--- config.mk ---
export PLATFORM = sky130hd
export DESIGN_NAME = can_crc_engine_flat
export DESIGN_NICKNAME = d
export VERILOG_FILES = /design/src/rtl/can_crc_engine_pkg.sv /design/src/rtl/can_crc_engine_if.sv /design/src/rtl/can_crc_engine_bit_tick.sv /design/src/rtl/can_crc_engine.sv /design/src/flat_wrapper.sv
export SDC_FILE = /design/constraint.sdc
export NUM_CORES = 1
export LEC_CHECK = 0
export BUFFER_PORTS_ARGS = -buffer_cell sky130_fd_sc_hd__clkbuf_2
export CORE_UTILIZATION = 55
export CTS_BUF_LIST = sky130_fd_sc_hd__clkbuf_4
export CTS_CLUSTER_DIAMETER = 120
export DETAILED_ROUTE_END_ITERATION = 12
export HOLD_SLACK_MARGIN = 0.05
export PLACE_DENSITY = 0.83
export RECOVER_POWER = 25
export SLEW_MARGIN = 15
export SYNTH_ARGS = -nofsm -noshare
export SYNTH_HDL_FRONTEND = slang
export SYNTH_SLANG_ARGS = --single-unit
--- constraint.sdc ---
create_clock -name Clock_TB -period 4.1 [get_ports Clock_TB]
set_input_delay 0 -clock Clock_TB [delete_from_list [all_inputs] [get_ports Clock_TB]]
set_output_delay 0 -clock Clock_TB [all_outputs]
set_load 0.02 [all_outputs]
--- src/rtl/can_crc_engine_pkg.sv ---
// ---------------------------------------------------------------------------
// can_crc_engine_pkg
//
// Shared definitions for the parametrised CAN CRC engine.
//
// Contents:
//   crc_state_t     - FSM state encoding for the CRC engine.
//   CAN_CRC15_POLY  - classic CAN generator polynomial.
//   CAN_CRC17_POLY  - CAN FD polynomial for payloads up to 16 bytes.
//   CAN_CRC21_POLY  - CAN FD polynomial for payloads above 16 bytes.
//
// The polynomials leave out the implicit x^WIDTH term. This matches the
// LFSR step, which XORs the polynomial into the shifted register whenever
// the feedback bit is 1.
// ---------------------------------------------------------------------------
package can_crc_engine_pkg;

   // IDLE  : frame just started, nothing accumulated yet
   // ACCUM : frame bits are being folded into the LFSR
   // CHECK : walking the CRC field, one LFSR bit per bit time
   // DONE  : CRC field finished, inputs ignored until Clear/reset
   typedef enum logic [1:0] {
      IDLE  = 2'd0,
      ACCUM = 2'd1,
      CHECK = 2'd2,
      DONE  = 2'd3
   } crc_state_t;

   localparam logic [14:0] CAN_CRC15_POLY = 15'h4599;
   localparam logic [16:0] CAN_CRC17_POLY = 17'h1685B;
   localparam logic [20:0] CAN_CRC21_POLY = 21'h102899;

endpackage

--- src/rtl/can_crc_engine_if.sv ---
// ---------------------------------------------------------------------------
// can_crc_engine_if
//
// Connects the bit-timing/frame FSM and the TX/RX bit streams to the CRC
// engine.
//
// Parameter:
//   CRC_WIDTH    width of CRC_Value; must match the engine's CRC_WIDTH
//
// Signals:
//   Clear        synchronous frame restart (start of frame)
//   Mode         0 = check the received CRC, 1 = generate/transmit the CRC
//   Data_Phase   the current bit is a CRC-covered frame bit
//   Crc_Phase    the current bit is a CRC-field bit
//   Bit_Entrada  serial input bit (RX line or TX data)
//   Bit_Saida    serial CRC bit towards TX; recessive (1) when not driving
//   CRC_Value    current LFSR contents
//   CRC_Done     one-clock pulse after the last CRC bit has been processed
//   CRC_monitor  sticky CRC mismatch flag
//
// Modports:
//   master  the frame FSM / bit-stream side
//   slave   the CRC engine
// ---------------------------------------------------------------------------
interface can_crc_engine_if #(
   parameter int CRC_WIDTH = 15
) ();

   logic                 Clear;
   logic                 Mode;
   logic                 Data_Phase;
   logic                 Crc_Phase;
   logic                 Bit_Entrada;
   logic                 Bit_Saida;
   logic [CRC_WIDTH-1:0] CRC_Value;
   logic                 CRC_Done;
   logic                 CRC_monitor;

   modport master (
      output Clear,
      output Mode,
      output Data_Phase,
      output Crc_Phase,
      output Bit_Entrada,
      input  Bit_Saida,
      input  CRC_Value,
      input  CRC_Done,
      input  CRC_monitor
   );

   modport slave (
      input  Clear,
      input  Mode,
      input  Data_Phase,
      input  Crc_Phase,
      input  Bit_Entrada,
      output Bit_Saida,
      output CRC_Value,
      output CRC_Done,
      output CRC_monitor
   );

endinterface

--- src/rtl/can_crc_engine_bit_tick.sv ---
// ---------------------------------------------------------------------------
// can_bit_tick
//
// Bit-time divider for the CRC engine. It counts 0..CLKS_PER_BIT-1 and
// wraps. tick is high during the last clock of each bit time; the engine
// samples its inputs only when tick is high.
//
// Parameter:
//   CLKS_PER_BIT  clocks per bit time (>= 1)
//
// Ports:
//   clk    in   system clock, rising edge
//   rst    in   asynchronous active-high reset
//   clear  in   synchronous realign; the counter restarts at 0
//   tick   out  high on the last clock of each bit time
// ---------------------------------------------------------------------------
module can_bit_tick #(
   parameter int CLKS_PER_BIT = 10
) (
   input  logic clk,
   input  logic rst,
   input  logic clear,
   output logic tick
);

   // With CLKS_PER_BIT == 1 the counter keeps one bit that stays at 0, so
   // tick is held high continuously.
   localparam int CW = (CLKS_PER_BIT > 1) ? $clog2(CLKS_PER_BIT) : 1;
   localparam logic [CW-1:0] LAST = CW'(CLKS_PER_BIT - 1);

   logic [CW-1:0] count;

   // Free-running bit-time counter. clear has priority over the wrap, so
   // the first tick after a clear comes a full CLKS_PER_BIT clocks later.
   always_ff @(posedge clk or posedge rst) begin
      if (rst) begin
         count <= '0;
      end else if (clear) begin
         count <= '0;
      end else if (count == LAST) begin
         count <= '0;
      end else begin
         count <= count + 1'b1;
      end
   end

   assign tick = (count == LAST);

endmodule

--- src/rtl/can_crc_engine.sv ---
// ---------------------------------------------------------------------------
// can_crc_engine
//
// Parametrised CAN CRC generator/checker. A serial LFSR runs over frame
// bits that are sampled once per bit time.
//   Check mode (Mode=0)   : the received CRC field is compared MSB first
//                           against the frozen LFSR. Any difference sets a
//                           sticky error flag.
//   Generate mode (Mode=1): the frozen LFSR is shifted out MSB first on
//                           Bit_Saida.
//
// Parameters:
//   CRC_WIDTH     LFSR width (15 classic CAN, 17/21 CAN FD)
//   CRC_POLY      generator polynomial, implicit x^CRC_WIDTH term omitted
//   CRC_INIT      LFSR value after reset/Clear
//   CLKS_PER_BIT  clocks per bit time (>= 1)
//
// Ports:
//   Clock_TB  in   system clock, rising edge
//   Reset     in   asynchronous active-high reset
//   bus       can_crc_engine_if.slave (Clear, Mode, Data_Phase, Crc_Phase,
//             Bit_Entrada in; Bit_Saida, CRC_Value, CRC_Done,
//             CRC_monitor out)
// ---------------------------------------------------------------------------
module can_crc_engine
   import can_crc_engine_pkg::*;
#(
   parameter int                   CRC_WIDTH    = 15,
   parameter logic [CRC_WIDTH-1:0] CRC_POLY     = CAN_CRC15_POLY,
   parameter logic [CRC_WIDTH-1:0] CRC_INIT     = '0,
   parameter int                   CLKS_PER_BIT = 10
) (
   input  logic                  Clock_TB,
   input  logic                  Reset,
   can_crc_engine_if.slave       bus
);

   localparam int IW = (CRC_WIDTH > 1) ? $clog2(CRC_WIDTH) : 1;
   localparam logic [IW-1:0] INDEX_TOP = IW'(CRC_WIDTH - 1);

   crc_state_t           state;
   crc_state_t           next_state;
   logic [CRC_WIDTH-1:0] lfsr;
   logic [CRC_WIDTH-1:0] next_lfsr;
   logic [IW-1:0]        index;
   logic [IW-1:0]        next_index;
   logic                 done;
   logic                 next_done;
   logic                 monitor;
   logic                 next_monitor;
   logic                 tick;
   logic                 crc_bit;
   logic                 mismatch;

   // One serial LFSR step. The feedback is the incoming bit XORed with the
   // register MSB; when it is 1 the polynomial is folded into the shifted
   // value.
   function automatic logic [CRC_WIDTH-1:0] lfsr_step(
      input logic [CRC_WIDTH-1:0] cur,
      input logic                 din
   );
      logic fb;
      fb = din ^ cur[CRC_WIDTH-1];
      return {cur[CRC_WIDTH-2:0], 1'b0} ^ (fb ? CRC_POLY : '0);
   endfunction

   can_bit_tick #(
      .CLKS_PER_BIT(CLKS_PER_BIT)
   ) u_bit_tick (
      .clk   (Clock_TB),
      .rst   (Reset),
      .clear (bus.Clear),
      .tick  (tick)
   );

   // The LFSR bit at the current index is the CRC bit for this bit time.
   // A received bit that differs from it is a mismatch, but only in check
   // mode. While CRC bits are processed the LFSR is frozen; only the index
   // moves.
   assign crc_bit  = lfsr[index];
   assign mismatch = !bus.Mode && (bus.Bit_Entrada != crc_bit);

   // Next-state logic. Nothing changes between ticks. CRC_Done is a
   // one-clock pulse, so its default is 0 on every cycle, whether or not
   // tick is high.
   always_comb begin
      next_state   = state;
      next_lfsr    = lfsr;
      next_index   = index;
      next_done    = 1'b0;
      next_monitor = monitor;

      if (tick) begin
         case (state)
            IDLE, ACCUM: begin
               // Data_Phase wins over Crc_Phase while the frame body is
               // still being accumulated.
               if (bus.Data_Phase) begin
                  next_lfsr  = lfsr_step(lfsr, bus.Bit_Entrada);
                  next_state = ACCUM;
               end else if (bus.Crc_Phase) begin
                  if (mismatch) begin
                     next_monitor = 1'b1;
                  end
                  if (index == '0) begin
                     next_state = DONE;
                     next_done  = 1'b1;
                  end else begin
                     next_index = index - 1'b1;
                     next_state = CHECK;
                  end
               end
            end

            CHECK: begin
               // Data_Phase has no effect here. A bit time without
               // Crc_Phase leaves the index where it is.
               if (bus.Crc_Phase) begin
                  if (mismatch) begin
                     next_monitor = 1'b1;
                  end
                  if (index == '0) begin
                     next_state = DONE;
                     next_done  = 1'b1;
                  end else begin
                     next_index = index - 1'b1;
                  end
               end
            end

            DONE: begin
               next_state = DONE;
            end

            default: begin
               next_state = IDLE;
            end
         endcase
      end
   end

   // State register. Clear applies the reset values synchronously and has
   // priority over any tick in the same cycle.
   always_ff @(posedge Clock_TB or posedge Reset) begin
      if (Reset) begin
         state   <= IDLE;
         lfsr    <= CRC_INIT;
         index   <= INDEX_TOP;
         done    <= 1'b0;
         monitor <= 1'b0;
      end else if (bus.Clear) begin
         state   <= IDLE;
         lfsr    <= CRC_INIT;
         index   <= INDEX_TOP;
         done    <= 1'b0;
         monitor <= 1'b0;
      end else begin
         state   <= next_state;
         lfsr    <= next_lfsr;
         index   <= next_index;
         done    <= next_done;
         monitor <= next_monitor;
      end
   end

   // The transmit bit comes straight from the LFSR, so TX sees it in the
   // same bit time that Crc_Phase is raised. It stays recessive in check
   // mode and after the CRC field has finished.
   assign bus.Bit_Saida = (bus.Mode && bus.Crc_Phase && (state != DONE)) ? crc_bit : 1'b1;

   assign bus.CRC_Value   = lfsr;
   assign bus.CRC_Done    = done;
   assign bus.CRC_monitor = monitor;

endmodule
--- src/flat_wrapper.sv ---
// flat-port wrapper written by rule: the top's interface ports become plain ports
module can_crc_engine_flat import can_crc_engine_pkg::*;
#(
   parameter int                   CRC_WIDTH    = 15,
   parameter logic [CRC_WIDTH-1:0] CRC_POLY     = CAN_CRC15_POLY,
   parameter logic [CRC_WIDTH-1:0] CRC_INIT     = '0,
   parameter int                   CLKS_PER_BIT = 10
)
  (Clock_TB, Reset, bus_Clear, bus_Mode, bus_Data_Phase, bus_Crc_Phase, bus_Bit_Entrada, bus_Bit_Saida, bus_CRC_Value, bus_CRC_Done, bus_CRC_monitor);
  can_crc_engine_if #(.CRC_WIDTH(CRC_WIDTH)) bus_i ();
  input  logic Clock_TB;
  input  logic Reset;
  input wire logic [$bits(bus_i.Clear)-1:0] bus_Clear;
  input wire logic [$bits(bus_i.Mode)-1:0] bus_Mode;
  input wire logic [$bits(bus_i.Data_Phase)-1:0] bus_Data_Phase;
  input wire logic [$bits(bus_i.Crc_Phase)-1:0] bus_Crc_Phase;
  input wire logic [$bits(bus_i.Bit_Entrada)-1:0] bus_Bit_Entrada;
  output wire logic [$bits(bus_i.Bit_Saida)-1:0] bus_Bit_Saida;
  output wire logic [$bits(bus_i.CRC_Value)-1:0] bus_CRC_Value;
  output wire logic [$bits(bus_i.CRC_Done)-1:0] bus_CRC_Done;
  output wire logic [$bits(bus_i.CRC_monitor)-1:0] bus_CRC_monitor;
  assign bus_i.Clear = bus_Clear;
  assign bus_i.Mode = bus_Mode;
  assign bus_i.Data_Phase = bus_Data_Phase;
  assign bus_i.Crc_Phase = bus_Crc_Phase;
  assign bus_i.Bit_Entrada = bus_Bit_Entrada;
  assign bus_Bit_Saida = bus_i.Bit_Saida;
  assign bus_CRC_Value = bus_i.CRC_Value;
  assign bus_CRC_Done = bus_i.CRC_Done;
  assign bus_CRC_monitor = bus_i.CRC_monitor;
  can_crc_engine #(.CRC_WIDTH(CRC_WIDTH), .CRC_POLY(CRC_POLY), .CRC_INIT(CRC_INIT), .CLKS_PER_BIT(CLKS_PER_BIT)) u_core (.Clock_TB(Clock_TB), .Reset(Reset), .bus(bus_i));
endmodule
Word-level counts from Yosys, hierarchy flattened
Cells that the tools add are included.

Register bits after elaboration: 27. Input port bits: 7. Output and inout port bits: 18.

Add/sub/neg operators: 2. Order comparisons: 1. Eq/ne operators: 10. Multiplexer cells: 36. Bitwise gates (word level): 2. Reduce and logical (&&, ||, !) cells: 14.

Operators with widths (count): 15-bit two-way mux (5); 4-bit two-way mux (7); 15-bit bitwise XOR (1); 1-bit two-way mux (13); 2-bit two-way mux (6); 4-bit one-hot mux with 2 select lines (1); 3-bit != test, second input constant (2); 2-bit one-hot mux with 3 select lines (1); 3-bit AND reduction (2); 2-bit nonzero test (3); 4-bit by 5-bit less-than comparator with 1-bit output, second input constant (1); 4-bit by 1-bit adder with 4-bit output, second input constant (1); 1-bit binary-select mux with 4-bit select (1); 2-bit == test, second input constant (2); 4-bit == test, second input constant (1); 4-bit logical NOT (1); 4-bit != test, second input constant (1); 1-bit one-hot mux with 2 select lines (2); 4-bit AND reduction (1); 4-bit by 1-bit subtractor with 4-bit output, second input constant (1); 1-bit logical AND (3); 3-bit by 2-bit != test with 1-bit output, second input constant (1); 3-bit nonzero test (1); 2-bit by 1-bit == test with 1-bit output, second input constant (1); 6 further kinds (6).

Depth between registers and ports, before layout
Depth in word-level cells: 10. Depth in mapped cells: 9. Gate-level depth less buffers: 7.

Cells and area by module
Synthesis repeated with hierarchy kept, for this count alone.

Cells, all modules: 129. Area total of the unflattened synthesis: 1438.9 um2.

By module, submodules not included: can_crc_engine (times used 1, cells an instance 108, area each 1232.4 um2); can_bit_tick (times used 1, cells an instance 21, area each 206.4 um2).

Worst setup path after synthesis
Ideal clock, no wire load.

Kind: register to register. Start: register u_core.index[1]. End: register u_core.index[2]. Data arrival time: 1.749 ns. Data required time: 4.012 ns. Path slack: 2.263 ns. Stages on the path, launching flop included: 8. Period minus slack after synthesis: 1.837 ns. Cells stage by stage: dfstp_2 buf_6 inv_1 ha_1 or3b_1 nand4_1 o21ai_0 or3b_1.

Longest elaborated chain between the ends: 7. Elaborated cells on any way between the ends: 8. Those cells by class: add/sub (1); mux (6); reduce/logical (1).

RTL lines: start, declared (line can_crc_engine.sv:45) `logic [IW-1:0] index;`; start signal, assigned (line can_crc_engine.sv:160) `index <= next_index;`; 4-bit by 1-bit subtractor with 4-bit output / 4-bit logical NOT (equally long branches); 4-bit two-way mux * (line can_crc_engine.sv:105, can_crc_engine.sv:122); 4-bit two-way mux * (line can_crc_engine.sv:118) `if (bus.Crc_Phase) begin`; 4-bit two-way mux (line can_crc_engine.sv:98) `if (bus.Data_Phase) begin`; 4-bit one-hot mux with 2 select lines * (line can_crc_engine.sv:94) `case (state)`; 4-bit two-way mux * (line can_crc_engine.sv:93) `if (tick) begin`; 4-bit two-way mux * (line can_crc_engine.sv:151) `end else if (bus.Clear) begin`.

Mark *: on every way between the ends. The rest lies on a longest branch, timed or not. The select of a mux whose other input is x is not followed. A chain may end at the register's enable or synchronous reset.

Worst setup path in the final report
Start: register u_core.u_bit_tick.count[1]. End: register u_core.lfsr[14] (netlist: u_core.bus.CRC_Value[14]).

Longest elaborated chain between the ends: 3.

RTL lines: start, declared (line can_crc_engine_bit_tick.sv:31) `logic [CW-1:0] count;`; start signal, assigned (line can_crc_engine_bit_tick.sv:43) `count <= count + 1'b1;`; 4-bit == test (line can_crc_engine_bit_tick.sv:47) `assign tick = (count == LAST);`; 2-bit nonzero test (no line); 3-bit AND reduction (no line); end signal, assigned (line can_crc_engine.sv:159) `lfsr <= next_lfsr;`; end, declared (line can_crc_engine.sv:43) `logic [CRC_WIDTH-1:0] lfsr;`.

No other way between the ends.

==> results.md <==
* Startpoint types: flip-flop
* Fin Hold WS at 0.0799 ns
* # setup viols final at 0
* RSZ-0062 raised after global routing: no
* CTS tree: yes
* Core Util, Final at 64.4%
* Num rows at 18
* Number of iterations in the first detailed-routing pass at 4
* Post-CTS Hold Fix Bufs at 3
* Internal at 0.326 mW
* Grt peak-use layer: met2
* Count of unique library cells instantiated by Yosys at 39
* Area occupied by multi-input gates at 689 um^2
* Sequential share of power at 63.6%
* Area leader, netlist: dfrtp_1
* Peak supply drop at 0.217 mV
* Grt met2 use at 42.0%
* Worst hold path class: primary input to flip-flop
* Most frequent cell after synthesis: dfrtp_1
* YS warnings at 0
* Max-slew headroom at 33.2%
* Fin. max-slew vios at 0
* Placed inst area at 1560 um^2
* Chip Height at 53.2 um
* H-Tree Level Count at 1
* Hold Crit Start: bus_Data_Phase
* I/O pins at 25
* RePlAce Congestion at 0.806
* FFs w/ async S/R, synth at 100%
* Mean Syn Cell Area at 9.73 um^2
* Seq/Total Area, Yosys at 47.2%
* Final worst-path cycle share at 54.1%
* Hold path cells at 4
* Switch Pwr at 0.102 mW
* Final ANT Viol Nets at 0
* Worst-Skew Late Latency at 0.33 ns
* Top cell type's share of synthesized area at 41.7%
* Synth Flop Type: dfrtp_1
* Final hold vios at 0
* Postcts setup bufs at 0
* Post-CTS Resized at 0
* Sw Ratio at 23.8%
* Syn Nets at 158
* R2R Path End: u_core.bus.CRC_Value[14]$_DFFE_PP0P_
* Clock Tree Buf Depth at 2
* Reg2Reg Launch Point: u_core.u_bit_tick.count[1]$_DFF_PP0_
* Largest net degree at the start of global routing at 29
* WL/cell at 14.7 um
* Via/cell ratio at 5.77
* Max-Cap Viols at 0
* Worst hold path endpoint: u_core.state[1]$_DFFE_PP0P_
* Layout cell share with drive strength beyond 1 at 12.9%
* Clk slew on worst S/H paths at 0.14 ns
* Worst Skew at 0.00500 ns
* Die footprint at 2830 um^2
* Total gr overflow at 0
* Post-Syn Area at 1440 um^2
* Initial antenna violation count at 0
* Combinational Power Share at 7.7%
* Grt met1 use at 32.8%
* GRT Total Usage at 25.1%
* Reg2Reg Depth at 7
* FF+latch count, synth at 27
* Setup TNS at 0 ns
* Nets at 182
* Post-layout min period at 2.22 ns
* Ant. Diodes at 0
* Worst setup path class: flip-flop to flip-flop
* Initial cell density of the core at 58.1%
* R2R Setup Slk at 1.88 ns
* Vias in the first global route at 1081
* Worst-margin pin slew at 1.00 ns
* Detailed-placement wirelength estimate at 2170 um
* DRT Wirelength at 2960 um
* Initial DRC count at 28
* Status: completed
* Fillers at 212
* Synth cell count leaders: 24 x dfrtp_1, 19 x nor2_1, 17 x nand2_1
* Share of power burned in the clock network at 28.7%
* Synth-to-Final Area Change at 10.9%
* CTS root buffer: clkbuf_4
* Worst setup EP type: flip-flop
* CTS buffer count at 3
* Synthesized instance count at 148
* Clock tree sinks at 27
* Worst-path fanout max at 20
* Via count at 1159
* CP required at 4.32 ns
* Met3 GRT Util at 2.59%
* DRC Markers at 0
* Die X at 53.2 um
* Core Box Area at 2480 um^2
* Lkg Pwr at 0.690 nW
* Power Density at 268 nW/um^2
* First-pass GRT wire length at 5000 um
* Synth area leaders: dfrtp_1 42%, xnor2_1 6.7%, dfstp_2 5.5%
* Post-synth EDFFs at 0
* Crit path DAT at 2.43 ns
* FF/Latch Area at 679 um^2
* FMAX at 0.451 GHz
* Cell area after layout at 1600 um^2
* # port buffers at 24
## through the flow
| step | power [mW] | setup slack, ns | cells |
|---|---|---|---|
| after floorplan | 0.297 | 2.26 | 148 |
| after global placement | 0.305 | 2.10 | 194 |
| after detailed placement | 0.308 | 1.91 | 194 |
| after CTS | 0.429 | 1.89 | 201 |
| after global routing | 0.448 | 1.68 | 201 |
| final | 0.428 | 1.88 | 201 |
## power by group through the flow
| stage | logic [mW] | registers [mW] | clock network, mW |
|---|---|---|---|
| detailed placement | 0.0310 | 0.277 | 0 |
| finish | 0.0329 | 0.272 | 0.123 |
| global placement | 0.0287 | 0.276 | 0 |
| global route | 0.0374 | 0.273 | 0.138 |
| floorplan | 0.0211 | 0.276 | 0 |
| CTS | 0.0333 | 0.272 | 0.124 |
## layer usage
metal / wire length (um) / vias up / share of wire [%]
met4: 71 / 0 / 2.4
met5: 0 / - / 0
met1: 1240 / 555 / 42
met2: 1480 / 47 / 50
li1: - / 548 / -
met3: 168 / 9 / 5.7
## critical path, cell delays in order, from the launching register on
cell	delay [ns]
dfrtp_1	0.42
inv_1	0.06
ha_1	0.17
and3b_1	0.38
nand3b_1	0.56
nor2_1	0.32
xnor2_1	0.14
nor2_1	0.05
## cells by family (layout without fill, tap and decap cells)
kind of cell,count (synthesis),after routing,share of synthesized area [%]
simple gates,57,57,18.9
compound gates,27,27,12.4
flops,27,27,47.2
buf+inv,16,39,4.95
xor+xnor,13,13,8.43
mux,5,5,5.56
fa+ha+maj,3,3,2.61
## state kept, by name, indices dropped and copies added (netlist names)
signal / flops
u_core.bus.CRC_monitor: 1
u_core.index: 4
u_core.bus.CRC_Value: 15
u_core.bus.CRC_Done: 1
u_core.state: 2
u_core.u_bit_tick.count: 4
## area by class of cell
class                      instances  share of cell area (%)
clock buffer                       4                    1.88
inverter                           8                    1.88
multi-input combinational        105                    43.2
sequential                        27                    42.6
tap                               30                    2.35
timing repair buffer              27                    8.15
## cell usage in the layout, fill, tap and decap left out, types with 3 or more instances in the layout
cell type	Yosys	final
clkbuf_1	3	16
dlygate4sd3_1	0	3
nor2_1	19	19
nand2_1	17	17
ha_1	3	3
clkbuf_4	0	4
xnor2_1	11	11
inv_1	8	8
nand2b_1	3	3
dfrtp_1	24	24
dfstp_2	3	3
nor3_1	7	7
clkbuf_2	0	8
a21oi_1	15	15
## how the worst max path moves through the flow
| stage | startpoint | endpoint | cells after the start |
|---|---|---|---|
| floorplan | u_core.index[1]$_DFFE_PP1P_ | u_core.index[2]$_DFFE_PP1P_ | 7 |
| global placement | u_core.u_bit_tick.count[1]$_DFF_PP0_ | u_core.bus.CRC_Value[14]$_DFFE_PP0P_ | 7 |
| detailed placement | u_core.u_bit_tick.count[1]$_DFF_PP0_ | u_core.bus.CRC_Value[14]$_DFFE_PP0P_ | 7 |
| CTS | u_core.u_bit_tick.count[1]$_DFF_PP0_ | u_core.bus.CRC_Value[14]$_DFFE_PP0P_ | 7 |
| global route | u_core.u_bit_tick.count[1]$_DFF_PP0_ | u_core.bus.CRC_Value[14]$_DFFE_PP0P_ | 7 |
| finish | u_core.u_bit_tick.count[1]$_DFF_PP0_ | u_core.bus.CRC_Value[14]$_DFFE_PP0P_ | 7 |
Note: power is estimated with default switching activity, not from simulation.
